[src/rtl/logic_unit_serial_if.sv]
// Operand/result handshake bundle for logic_unit_serial.
// The ZERO flag exists only when LOGIC_UNIT_ZERO_FLAG_EN is defined.
interface logic_unit_serial_if #(
  parameter int WIDTH = 8
);
  logic [WIDTH-1:0] data1;
  logic [WIDTH-1:0] data2;
  logic [1:0]       select;
  logic             in_valid;
  logic             in_ready;
  logic [WIDTH-1:0] result;
  logic             out_valid;
  logic             out_ready;
`ifdef LOGIC_UNIT_ZERO_FLAG_EN
  logic             zero;
`endif

  modport master (
    output data1, data2, select, in_valid, out_ready,
    input  in_ready, result, out_valid
`ifdef LOGIC_UNIT_ZERO_FLAG_EN
    , input zero
`endif
  );

  modport slave (
    input  data1, data2, select, in_valid, out_ready,
    output in_ready, result, out_valid
`ifdef LOGIC_UNIT_ZERO_FLAG_EN
    , output zero
`endif
  );
endinterface

[src/rtl/logic_unit_serial.sv]
// Multi-cycle bitwise AND/OR/XOR/NOR unit, SLICE bits per clock, LSB slice first.
// Optional registered ZERO flag when LOGIC_UNIT_ZERO_FLAG_EN is defined.
//
// state | meaning
// IDLE  | ready for operands; RESULT keeps last value
// RUN   | one slice per edge, completes on slice NSLICE-1
// HOLD  | RESULT valid, waiting for consumer
module logic_unit_serial #(
  parameter int WIDTH = 8,
  parameter int SLICE = 2
) (
  input logic                clk,
  input logic                rst_n,
  logic_unit_serial_if.slave bus
);
  localparam int NSLICE = WIDTH / SLICE;
  localparam int CW     = (NSLICE > 1) ? $clog2(NSLICE) : 1;
  localparam logic [CW-1:0] KLAST = CW'(NSLICE - 1);

  typedef enum logic [1:0] {
    IDLE = 2'd0,
    RUN  = 2'd1,
    HOLD = 2'd2
  } state_t;

  state_t           state;
  state_t           state_nxt;
  logic [WIDTH-1:0] op_a;
  logic [WIDTH-1:0] op_b;
  logic [1:0]       op_sel;
  logic [CW-1:0]    k;
  logic [WIDTH-1:0] acc;
  logic [WIDTH-1:0] acc_nxt;
  logic [WIDTH-1:0] result_q;
  logic [SLICE-1:0] a_s;
  logic [SLICE-1:0] b_s;
  logic [SLICE-1:0] r_s;
  logic             accept;
  logic             done;

  assign accept = (state == IDLE) && bus.in_valid;
  assign done   = (state == RUN) && (k == KLAST);

  always_ff @(posedge clk or negedge rst_n) begin
    if (!rst_n) state <= IDLE;
    else        state <= state_nxt;
  end

  always_comb begin
    state_nxt = state;
    case (state)
      IDLE:    if (bus.in_valid)  state_nxt = RUN;
      RUN:     if (k == KLAST)    state_nxt = HOLD;
      HOLD:    if (bus.out_ready) state_nxt = IDLE;
      default:                    state_nxt = IDLE;
    endcase
  end

  always_comb begin
    bus.in_ready  = (state == IDLE);
    bus.out_valid = (state == HOLD);
  end

  // Operands shift right each RUN edge so the current slice is always at bit 0;
  // the accumulator fills from the top, landing slice k at [k*SLICE +: SLICE].
  always_comb begin
    a_s = op_a[SLICE-1:0];
    b_s = op_b[SLICE-1:0];
    case (op_sel)
      2'b00:   r_s = a_s & b_s;
      2'b01:   r_s = a_s | b_s;
      2'b10:   r_s = a_s ^ b_s;
      default: r_s = ~(a_s | b_s);
    endcase
    acc_nxt = acc >> SLICE;
    acc_nxt[WIDTH-1 -: SLICE] = r_s;
  end

  always_ff @(posedge clk or negedge rst_n) begin
    if (!rst_n) begin
      op_a   <= '0;
      op_b   <= '0;
      op_sel <= 2'b00;
      k      <= '0;
      acc    <= '0;
    end else if (accept) begin
      op_a   <= bus.data1;
      op_b   <= bus.data2;
      op_sel <= bus.select;
      k      <= '0;
      acc    <= '0;
    end else if (state == RUN) begin
      op_a   <= op_a >> SLICE;
      op_b   <= op_b >> SLICE;
      k      <= k + 1'b1;
      acc    <= acc_nxt;
    end
  end

  always_ff @(posedge clk or negedge rst_n) begin
    if (!rst_n)    result_q <= '0;
    else if (done) result_q <= acc_nxt;
  end

  assign bus.result = result_q;

`ifdef LOGIC_UNIT_ZERO_FLAG_EN
  logic zero_q;

  always_ff @(posedge clk or negedge rst_n) begin
    if (!rst_n)    zero_q <= 1'b0;
    else if (done) zero_q <= (acc_nxt == '0);
  end

  assign bus.zero = zero_q;
`endif
endmodule

[src/flat_wrapper.sv]
// flat-port wrapper written by rule: the top's interface ports become plain ports
module logic_unit_serial_flat 
#(
  parameter int WIDTH = 8,
  parameter int SLICE = 2
)
  (clk, rst_n, bus_data1, bus_data2, bus_select, bus_in_valid, bus_out_ready, bus_in_ready, bus_result, bus_out_valid);
  logic_unit_serial_if #(.WIDTH(WIDTH)) bus_i ();
  input logic clk;
  input logic rst_n;
  input wire logic [$bits(bus_i.data1)-1:0] bus_data1;
  input wire logic [$bits(bus_i.data2)-1:0] bus_data2;
  input wire logic [$bits(bus_i.select)-1:0] bus_select;
  input wire logic [$bits(bus_i.in_valid)-1:0] bus_in_valid;
  input wire logic [$bits(bus_i.out_ready)-1:0] bus_out_ready;
  output wire logic [$bits(bus_i.in_ready)-1:0] bus_in_ready;
  output wire logic [$bits(bus_i.result)-1:0] bus_result;
  output wire logic [$bits(bus_i.out_valid)-1:0] bus_out_valid;
  assign bus_i.data1 = bus_data1;
  assign bus_i.data2 = bus_data2;
  assign bus_i.select = bus_select;
  assign bus_i.in_valid = bus_in_valid;
  assign bus_i.out_ready = bus_out_ready;
  assign bus_in_ready = bus_i.in_ready;
  assign bus_result = bus_i.result;
  assign bus_out_valid = bus_i.out_valid;
  logic_unit_serial #(.WIDTH(WIDTH), .SLICE(SLICE)) u_core (.clk(clk), .rst_n(rst_n), .bus(bus_i));
endmodule
[config.mk]
export PLATFORM = sky130hd
export DESIGN_NAME = logic_unit_serial_flat
export DESIGN_NICKNAME = d
export VERILOG_FILES = /design/src/rtl/logic_unit_serial_if.sv /design/src/rtl/logic_unit_serial.sv /design/src/flat_wrapper.sv
export SDC_FILE = /design/constraint.sdc
export NUM_CORES = 1
export LEC_CHECK = 0
export BUFFER_PORTS_ARGS = -buffer_cell sky130_fd_sc_hd__buf_2
export CORE_MARGIN = 5
export CORE_UTILIZATION = 35
export CTS_BUF_LIST = sky130_fd_sc_hd__clkbuf_4
export DETAILED_ROUTE_END_ITERATION = 8
export GPL_ROUTABILITY_DRIVEN = 0
export GPL_TIMING_DRIVEN = 1
export MAX_ROUTING_LAYER = met4
export PLACE_DENSITY = 0.62
export SKIP_CTS_REPAIR_TIMING = 1
export SLEW_MARGIN = 20
export SYNTH_ARGS = -nofsm -noshare
export SYNTH_HDL_FRONTEND = slang
export SYNTH_SLANG_ARGS = --single-unit
[constraint.sdc]
create_clock -name clk -period 2.05 [get_ports clk]
set_clock_uncertainty 0.2 [all_clocks]
set_input_delay 0.1025 -clock clk [delete_from_list [all_inputs] [get_ports clk]]
set_output_delay 0.1025 -clock clk [all_outputs]
set_load 0.01 [all_outputs]
# Word level (Yosys, flattened, before mapping)
# Cells that the tools add are included.
word_totals:
  register_bits: 38
  inputBits: 22
  out_inout_bits: 10
  elab_cells: 39
op_classes:
  addsub: 1
  eq_ne: 8
  mux: 13
  bitwise_logic: 4
  n_reduce_logical: 6
op_table:
  columns: ["operator", "count"]
  rows:
  - ["$mux 8", 6]
  - ["$pmux 2 s3", 2]
  - ["$mux 2", 5]
  - ["$eq 2x2->1 const B", 3]
  - ["$eq 2x1->1 const B", 2]
  - ["$logic_not 2->1", 2]
  - ["$ne 2x2->1 const B", 2]
  - ["$reduce_and 3->1", 1]
  - ["$add 2x1->2 const B", 1]
  - ["$and 2x2->2", 1]
  - ["$logic_and 1x1->1", 2]
  - ["$ne 2x1->1 const B", 1]
  - ["$not 2->2", 1]
  - ["$or 2x2->2", 1]
  - ["$reduce_bool 2->1", 1]
  - ["$xor 2x2->2", 1]

# Logic depth before layout (Yosys ltp)
# Gate-level depths: netlist of the first run.
depth:
  ltp_word: 5
  ltp_mapped: 5
  depth_no_buf: 5

# Worst setup path before layout of the first run
# Ideal clock, no wire load.
synth_timing:
  path_type: "reg2reg"
  startpoint: "register u_core.k[0]"
  endpoint: "register u_core.result_q[0] (netlist: u_core.bus.result[0])"
  setup_time_ns: 0.125
  arrival_ns: 1.194
  required_ns: 1.725
  setup_slack_ns: 0.531
  stages_incl_launch_ff: 5
  n_path_buf: 1
  synth_period_minus_slack_ns: 1.519
  cell_sequence: "dfrtp_1 ha_1 nand3b_1 buf_2 mux2_2"
synth_via:
  elab_chain_cells: 2
synth_rtl:
  columns: ["item", "line_no", "rtl"]
  rows:
  - ["start: declaration", "logic_unit_serial.sv:31", "logic [CW-1:0] k;"]
  - ["start signal: assignment", "logic_unit_serial.sv:95", "k <= k + 1'b1;"]
  - ["$eq 2x2->1", "logic_unit_serial.sv:42", "assign done = (state == RUN) && (k == KLAST);"]
  - ["$logic_and 1x1->1", "logic_unit_serial.sv:42", null]
  - ["end signal: assignment", "logic_unit_serial.sv:102", "else if (done) result_q <= acc_nxt;"]
  - ["end: declaration", "logic_unit_serial.sv:34", "logic [WIDTH-1:0] result_q;"]
# Every way passes these cells.
# A chain may end at the register's enable or synchronous reset.

# Final worst setup path of the first run
# Ends and elaborated chain as after synthesis.

==> flow_summary.json, run 1 <==
{
  "clk_path_buf_depth": 2,
  "hold_end": "u_core.op_sel[0]$_DFFE_PN0P_",
  "root_buffer": "clkbuf_4",
  "grt_setup_unrepaired": "false",
  "synth_area_um2": 1610,
  "clk_latency_ps": 330,
  "grt_overflow": 0,
  "avgSynthCellArea_um2": 10.0,
  "start_util_pct": 36.6,
  "yosysWarningCount": 0,
  "drc": 0,
  "clock-sinks": 36,
  "synth.distinct_cells": 24,
  "layout.nets": 242,
  "setup_slack_ps": 322,
  "finalSetupViolations": 0,
  "async_flop_share_pct": 100,
  "max_freq_mhz": 579,
  "hold_viol_final": 0,
  "fin_setup_tns_ps": 0,
  "p_leak_nw": 1.04,
  "synth_edf_count": 0,
  "synth_fp_nets": 188,
  "htreeDepth": 2,
  "grt_pass1_wl_um": 5680,
  "cpPeakStageDelay_ps": 420,
  "antenna_found_initial": 0,
  "ff2ff_setup_slack_ps": 320,
  "cts_tree": "yes",
  "hold-path-cell-count": 3,
  "num_io_pins": 32,
  "critPathRequiredTime_ps": 2080,
  "ys.flop_type": "dfrtp_1",
  "path_delay_family": "flip-flops",
  "worstSetupPathType": "reg -> reg",
  "drtAntennaViolNets": 0,
  "hp-class": "in -> reg",
  "status": "finished, final reports clean",
  "worstSetupStartpointType": "register",
  "reg2reg_to": "u_core.bus.result[0]$_DFFE_PN0P_",
  "cp_max_fo": 11,
  "wl_um": 3440,
  "core-area_um2": 4410,
  "dp_slack_ps": 314,
  "critPathBufInv": 0,
  "crit_arrival_ps": 1750,
  "slew_headroom_pct": 39.0,
  "ir_drop_v": 0.000433,
  "portBuffers": 31,
  "layout-drive-gt1-share_pct": 24.5,
  "vias": 1248,
  "period_share_pct": 84.3,
  "antenna-diode-count": 0,
  "reg2reg_depth": 3,
  "area_growth_pct": 28.8,
  "max_cap_violations": 0,
  "grt_pass1_vias": 1186,
  "drt_iter0_drc": 89,
  "die_area_um2": 6070,
  "core.rowCount": 24,
  "die_h_um": 77.9,
  "cp-end-kind": "register",
  "cp_cell_sequence": "ha_1 -> nand3b_1 -> mux2_2",
  "grt_usage_pct": 12.0,
  "cts_buffers": 5,
  "clkTransAtPathRegs_ps": 110,
  "ys_seq_area_share_pct": 55.8,
  "synth_cells": 161,
  "min_from": "bus_in_valid",
  "fin_crit_ps": 1730,
  "drt-pass1-iter-count": 4,
  "powerDensity_nw_per_um2": 1330,
  "reg2reg_from": "u_core.k[0]$_DFFE_PN0P_",
  "hpwl_um": 2310,
  "grt_max_degree": 37,
  "critical_path.slowest_cell": "dfrtp_1",
  "slew_viol_final": 0,
  "viasPerCell": 4.66,
  "tightest_slew_ps": 912,
  "ys_ff_latch": 36,
  "die_x_um": 77.9,
  "wire_per_inst_um": 12.8,
  "critical_path.startpoint": "u_core.k[0]$_DFFE_PN0P_"
}
-- cell families (layout without fill, tap and decap cells) --
kind of cell               count (synthesis)  after routing  share of synthesized area [%]
AOI/OAI and AO/OA                         32             32                           12.7
adders and majority gates                  5              5                           3.88
buffers and inverters                     14             69                           3.95
DFF                                       36             36                           55.8
muxes                                      9              9                           6.28
and+or+nand+nor                           65             65                           17.4
-- Yosys cell counts (all sizes together), types with 2 or more instances --
cell type	count	share of area, %
nor2b	3	1.2
o21ai	13	4.0
nand3	3	0.93
ha	5	3.9
inv	6	1.4
o21bai	2	0.93
buf	7	2.3
nor3b	2	1.2
o31ai	2	0.93
dfrtp	36	56
o211ai	2	0.93
nor2	3	0.70
nand2b	2	0.78
nand2	49	11
mux2	9	6.3
a22oi	12	5.6
-- placed cells by master, fill, tap and decap left out --
| cell type | Yosys | routed |
|---|---|---|
| nor3_1 | 1 | 1 |
| a21oi_1 | 1 | 1 |
| o21ai_0 | 11 | 11 |
| dlygate4sd3_1 | 0 | 20 |
| clkbuf_4 | 0 | 7 |
| nand2_1 | 49 | 49 |
| o211ai_1 | 2 | 2 |
| buf_4 | 1 | 4 |
| nand3b_1 | 1 | 1 |
| a22oi_1 | 12 | 12 |
| ha_1 | 5 | 5 |
| o21ai_1 | 2 | 2 |
| o31ai_1 | 2 | 2 |
| nor3b_2 | 1 | 1 |
| mux2_2 | 9 | 9 |
| nand2b_1 | 2 | 2 |
| buf_2 | 6 | 31 |
| o21bai_1 | 2 | 2 |
| nand3_1 | 3 | 3 |
| dfrtp_1 | 36 | 36 |
| nor2_1 | 3 | 3 |
| clkinv_1 | 0 | 1 |
| or2_2 | 1 | 1 |
| nor3b_1 | 1 | 1 |
| nor2b_1 | 3 | 3 |
| inv_1 | 6 | 6 |
-- tightest hold or removal path, stage by stage --
cell	delay [ps]
buf_2	110
nor3b_2	170
mux2_2	210
-- worst max path at each step --
stage,endpoint,slack [ps],cells past startpoint
6_report,u_core.bus.result[0]$_DFFE_PN0P_,320,3
2_1_floorplan,u_core.bus.result[0]$_DFFE_PN0P_,530,4
5_1_grt,u_core.op_a[4]$_DFFE_PN0P_,120,3
3_3_place_gp,u_core.bus.result[0]$_DFFE_PN0P_,340,3
4_1_cts,u_core.op_b[3]$_DFFE_PN0P_,300,3
3_5_place_dp,u_core.k[0]$_DFFE_PN0P_,310,3
-- flip-flops by register name, indices dropped and copies added (netlist names) --
name and cells:
u_core.k 2, u_core.op_a 8, u_core.state 2, u_core.acc 6, u_core.op_sel 2, u_core.bus.result 8
u_core.op_b 8
-- power breakdown --
part | total [W] | leakage, nW | internal [W] | switching [W]
clock | 0.000385 | 0.0338 | 0.000158 | 0.000226
combinational | 0.00115 | 0.541 | 0.000520 | 0.000630
sequential | 0.00123 | 0.463 | 0.00101 | 0.000214
-- metal layers --
layer  track usage [%]  vias to the layer above  part of all wire (%)
met2              17.8                       17                    49
met3              2.20                        5                   2.8
met1              15.5                      579                    47
met4              6.59                        0                   2.0
li1                  -                      647                     -
met5                 -                        -                     0
-- cell type report --
class / count / area (um2)
flip-flops and latches: 36 / 901
fillers: 422 / 2330
repair buffers: 55 / 385
well taps: 52 / 65.1
inverters: 6 / 22.5
clock inverters: 1 / 3.75
multi-input cells: 111 / 649
clock buffers: 7 / 52.6
-- metrics by stage --
step	total power [W]	hold slack (ps)	cell area (um2)	util, %	std cells
6_report	0.00276	93.0	2080	47.1	268
5_1_grt	0.00303	98.9	2080	47.1	268
4_1_cts	0.00277	-343	1880	42.6	248
3_5_place_dp	0.00238	33.1	1820	41.3	240
3_3_place_gp	0.00235	32.3	1820	41.3	240
2_1_floorplan	0.00203	-393	1610	-	161
Power figures use the tool's default switching activity.
==> run 2: changes to the inputs <==
PLACE_DENSITY = 0.64   (was 0.62)
clock period = 1.4 ns   (was 2.05 ns; I/O delays follow)
==> run 2 against run 1 <==
The run now ends with setup timing left; critical path depth rose by 1; combinational power up 140%; count of clock-buffer cells in the layout unchanged; first-iteration DRC count is 30% lower; die area is the same; core utilization grew 8.6 points; sequential power is 46% higher; setup slack worse by 430 ps; final cell count grew 8.6%; fmax increased by 14%; critical path type unchanged.
==> flow_summary.json, run 2 (same netlist as run 1, synthesis figures left out) <==
{
  "clk_path_buf_depth": 2,
  "slew_headroom_pct": 69.3,
  "period_share_pct": 108,
  "drt-pass1-iter-count": 4,
  "start_util_pct": 36.6,
  "grt_overflow": 0,
  "root_buffer": "clkbuf_4",
  "final_cell_mix": "nand2_1, dfrtp_1, buf_2",
  "violations": "setup timing",
  "max_freq_mhz": 662,
  "finalSetupViolations": 14,
  "worstSetupPathType": "reg -> reg",
  "reg2reg_to": "u_core.bus.result[7]$_DFFE_PN0P_",
  "cp_max_fo": 3,
  "drc": 0,
  "critPathRequiredTime_ps": 1430,
  "layout-drive-gt1-share_pct": 39.7,
  "status": "finished with violations",
  "num_io_pins": 32,
  "layout.nets": 265,
  "clock-sinks": 36,
  "slew_viol_final": 0,
  "grt_max_degree": 37,
  "final_cell_area_um2": 2460,
  "min_from": "bus_in_valid",
  "hold_end": "u_core.op_b[3]$_DFFE_PN0P_",
  "crit_arrival_ps": 1540,
  "antenna_found_initial": 0,
  "tightest_slew_ps": 461,
  "cts_buffers": 5,
  "wire_per_inst_um": 13.5,
  "hold_viol_final": 0,
  "portBuffers": 31,
  "dpl-instance-area_um2": 1990,
  "max_cap_violations": 0,
  "ir_drop_v": 0.000976,
  "vias": 1403,
  "core.rowCount": 24,
  "layoutNonFillerInstCount": 291,
  "htreeDepth": 2,
  "reg2reg_from": "u_core.op_b[1]$_DFFE_PN0P_",
  "grt_setup_unrepaired": "true",
  "dp_slack_ps": -97.5,
  "grt_pass1_wl_um": 5720,
  "hp-class": "in -> reg",
  "drtAntennaViolNets": 0,
  "die_h_um": 77.9,
  "hpwl_um": 2360,
  "die_area_um2": 6070,
  "setup_slack_ps": -112,
  "hold-path-cell-count": 5,
  "drt_iter0_drc": 62,
  "die_x_um": 77.9,
  "antenna-diode-count": 0,
  "p_leak_nw": 1.23,
  "cts_tree": "yes",
  "grt_pass1_vias": 1242,
  "clkTransAtPathRegs_ps": 110,
  "final_common_cell": "nand2_1",
  "ff2ff_setup_slack_ps": -110,
  "clk_latency_ps": 340,
  "reg2reg_depth": 4,
  "viasPerCell": 4.82,
  "wl_um": 3940,
  "worstSetupStartpointType": "register",
  "dp.cells": 254,
  "area_growth_pct": 52.4,
  "fin_crit_ps": 1510,
  "powerDensity_nw_per_um2": 2080,
  "core-area_um2": 4410,
  "grt_usage_pct": 12.1,
  "cp-end-kind": "register"
}
==> run 2: cell types whose count changed in the layout (fill, tap and decap cells not counted), moves of 3 or more <==
cell and change:
a22oi_1 -11, a22oi_2 +11, buf_6 +11, buf_4 +9, mux2_2 -9, mux2_4 +9, o21ai_0 -8, o21ai_1 +8
buf_12 +3
==> run 2: final cells by class <==
cell class | instances | area, um2
Clock buffer | 7 | 52.6
Clock inverter | 1 | 3.75
Fill cell | 386 | 1950
Inverter | 6 | 22.5
Multi-Input combinational cell | 111 | 777
Sequential cell | 36 | 902
Tap cell | 52 | 65.1
Timing Repair Buffer | 78 | 637
==> run 2: how the worst max path moves through the flow <==
stage / cells after the start / end / slack [ps] / from
3_3_place_gp: 4 / u_core.bus.result[4]$_DFFE_PN0P_ / -60 / u_core.k[1]$_DFFE_PN0P_
4_1_cts: 4 / bus_out_valid / -130 / u_core.state[0]$_DFFE_PN0P_
3_5_place_dp: 4 / u_core.bus.result[4]$_DFFE_PN0P_ / -100 / u_core.k[1]$_DFFE_PN0P_
6_report: 4 / u_core.bus.result[7]$_DFFE_PN0P_ / -110 / u_core.op_b[1]$_DFFE_PN0P_
5_1_grt: 5 / u_core.bus.result[7]$_DFFE_PN0P_ / -190 / u_core.op_a[1]$_DFFE_PN0P_
2_1_floorplan: 4 / u_core.bus.result[0]$_DFFE_PN0P_ / -20 / u_core.k[0]$_DFFE_PN0P_
==> run 2: through the flow <==
step,setup TNS [ps],utilization [%],hold WS (ps),power (W)
2_1_floorplan,-95.9,-,-426,0.00314
3_3_place_gp,-359,45.1,-65.5,0.00387
3_5_place_dp,-761,45.1,-65.6,0.00393
4_1_cts,-1510,46.4,-439,0.00451
5_1_grt,-2310,55.7,8.28,0.00551
6_report,-945,55.7,17.9,0.00512
==> run 2: where the power goes <==
part | switching (W) | internal, W | total (W)
logic | 0.00126 | 0.00149 | 0.00274
clock network | 0.000343 | 0.000232 | 0.000575
registers | 0.000315 | 0.00149 | 0.00180
==> run 2: routing by layer <==
layer / GRT usage (%) / wire length [um] / part of all wire, %
met5: - / 0 / 0
met4: 4.56 / 47 / 1.2
met2: 17.9 / 1910 / 49
met1: 15.2 / 1740 / 44
met3: 4.17 / 238 / 6.0
==> run 2: worst max-delay path: stages, from the launching register on <==
cell     delay [ps]
dfrtp_1         410
ha_1            200
or2_2           300
a21oi_1         180
o31ai_1         100
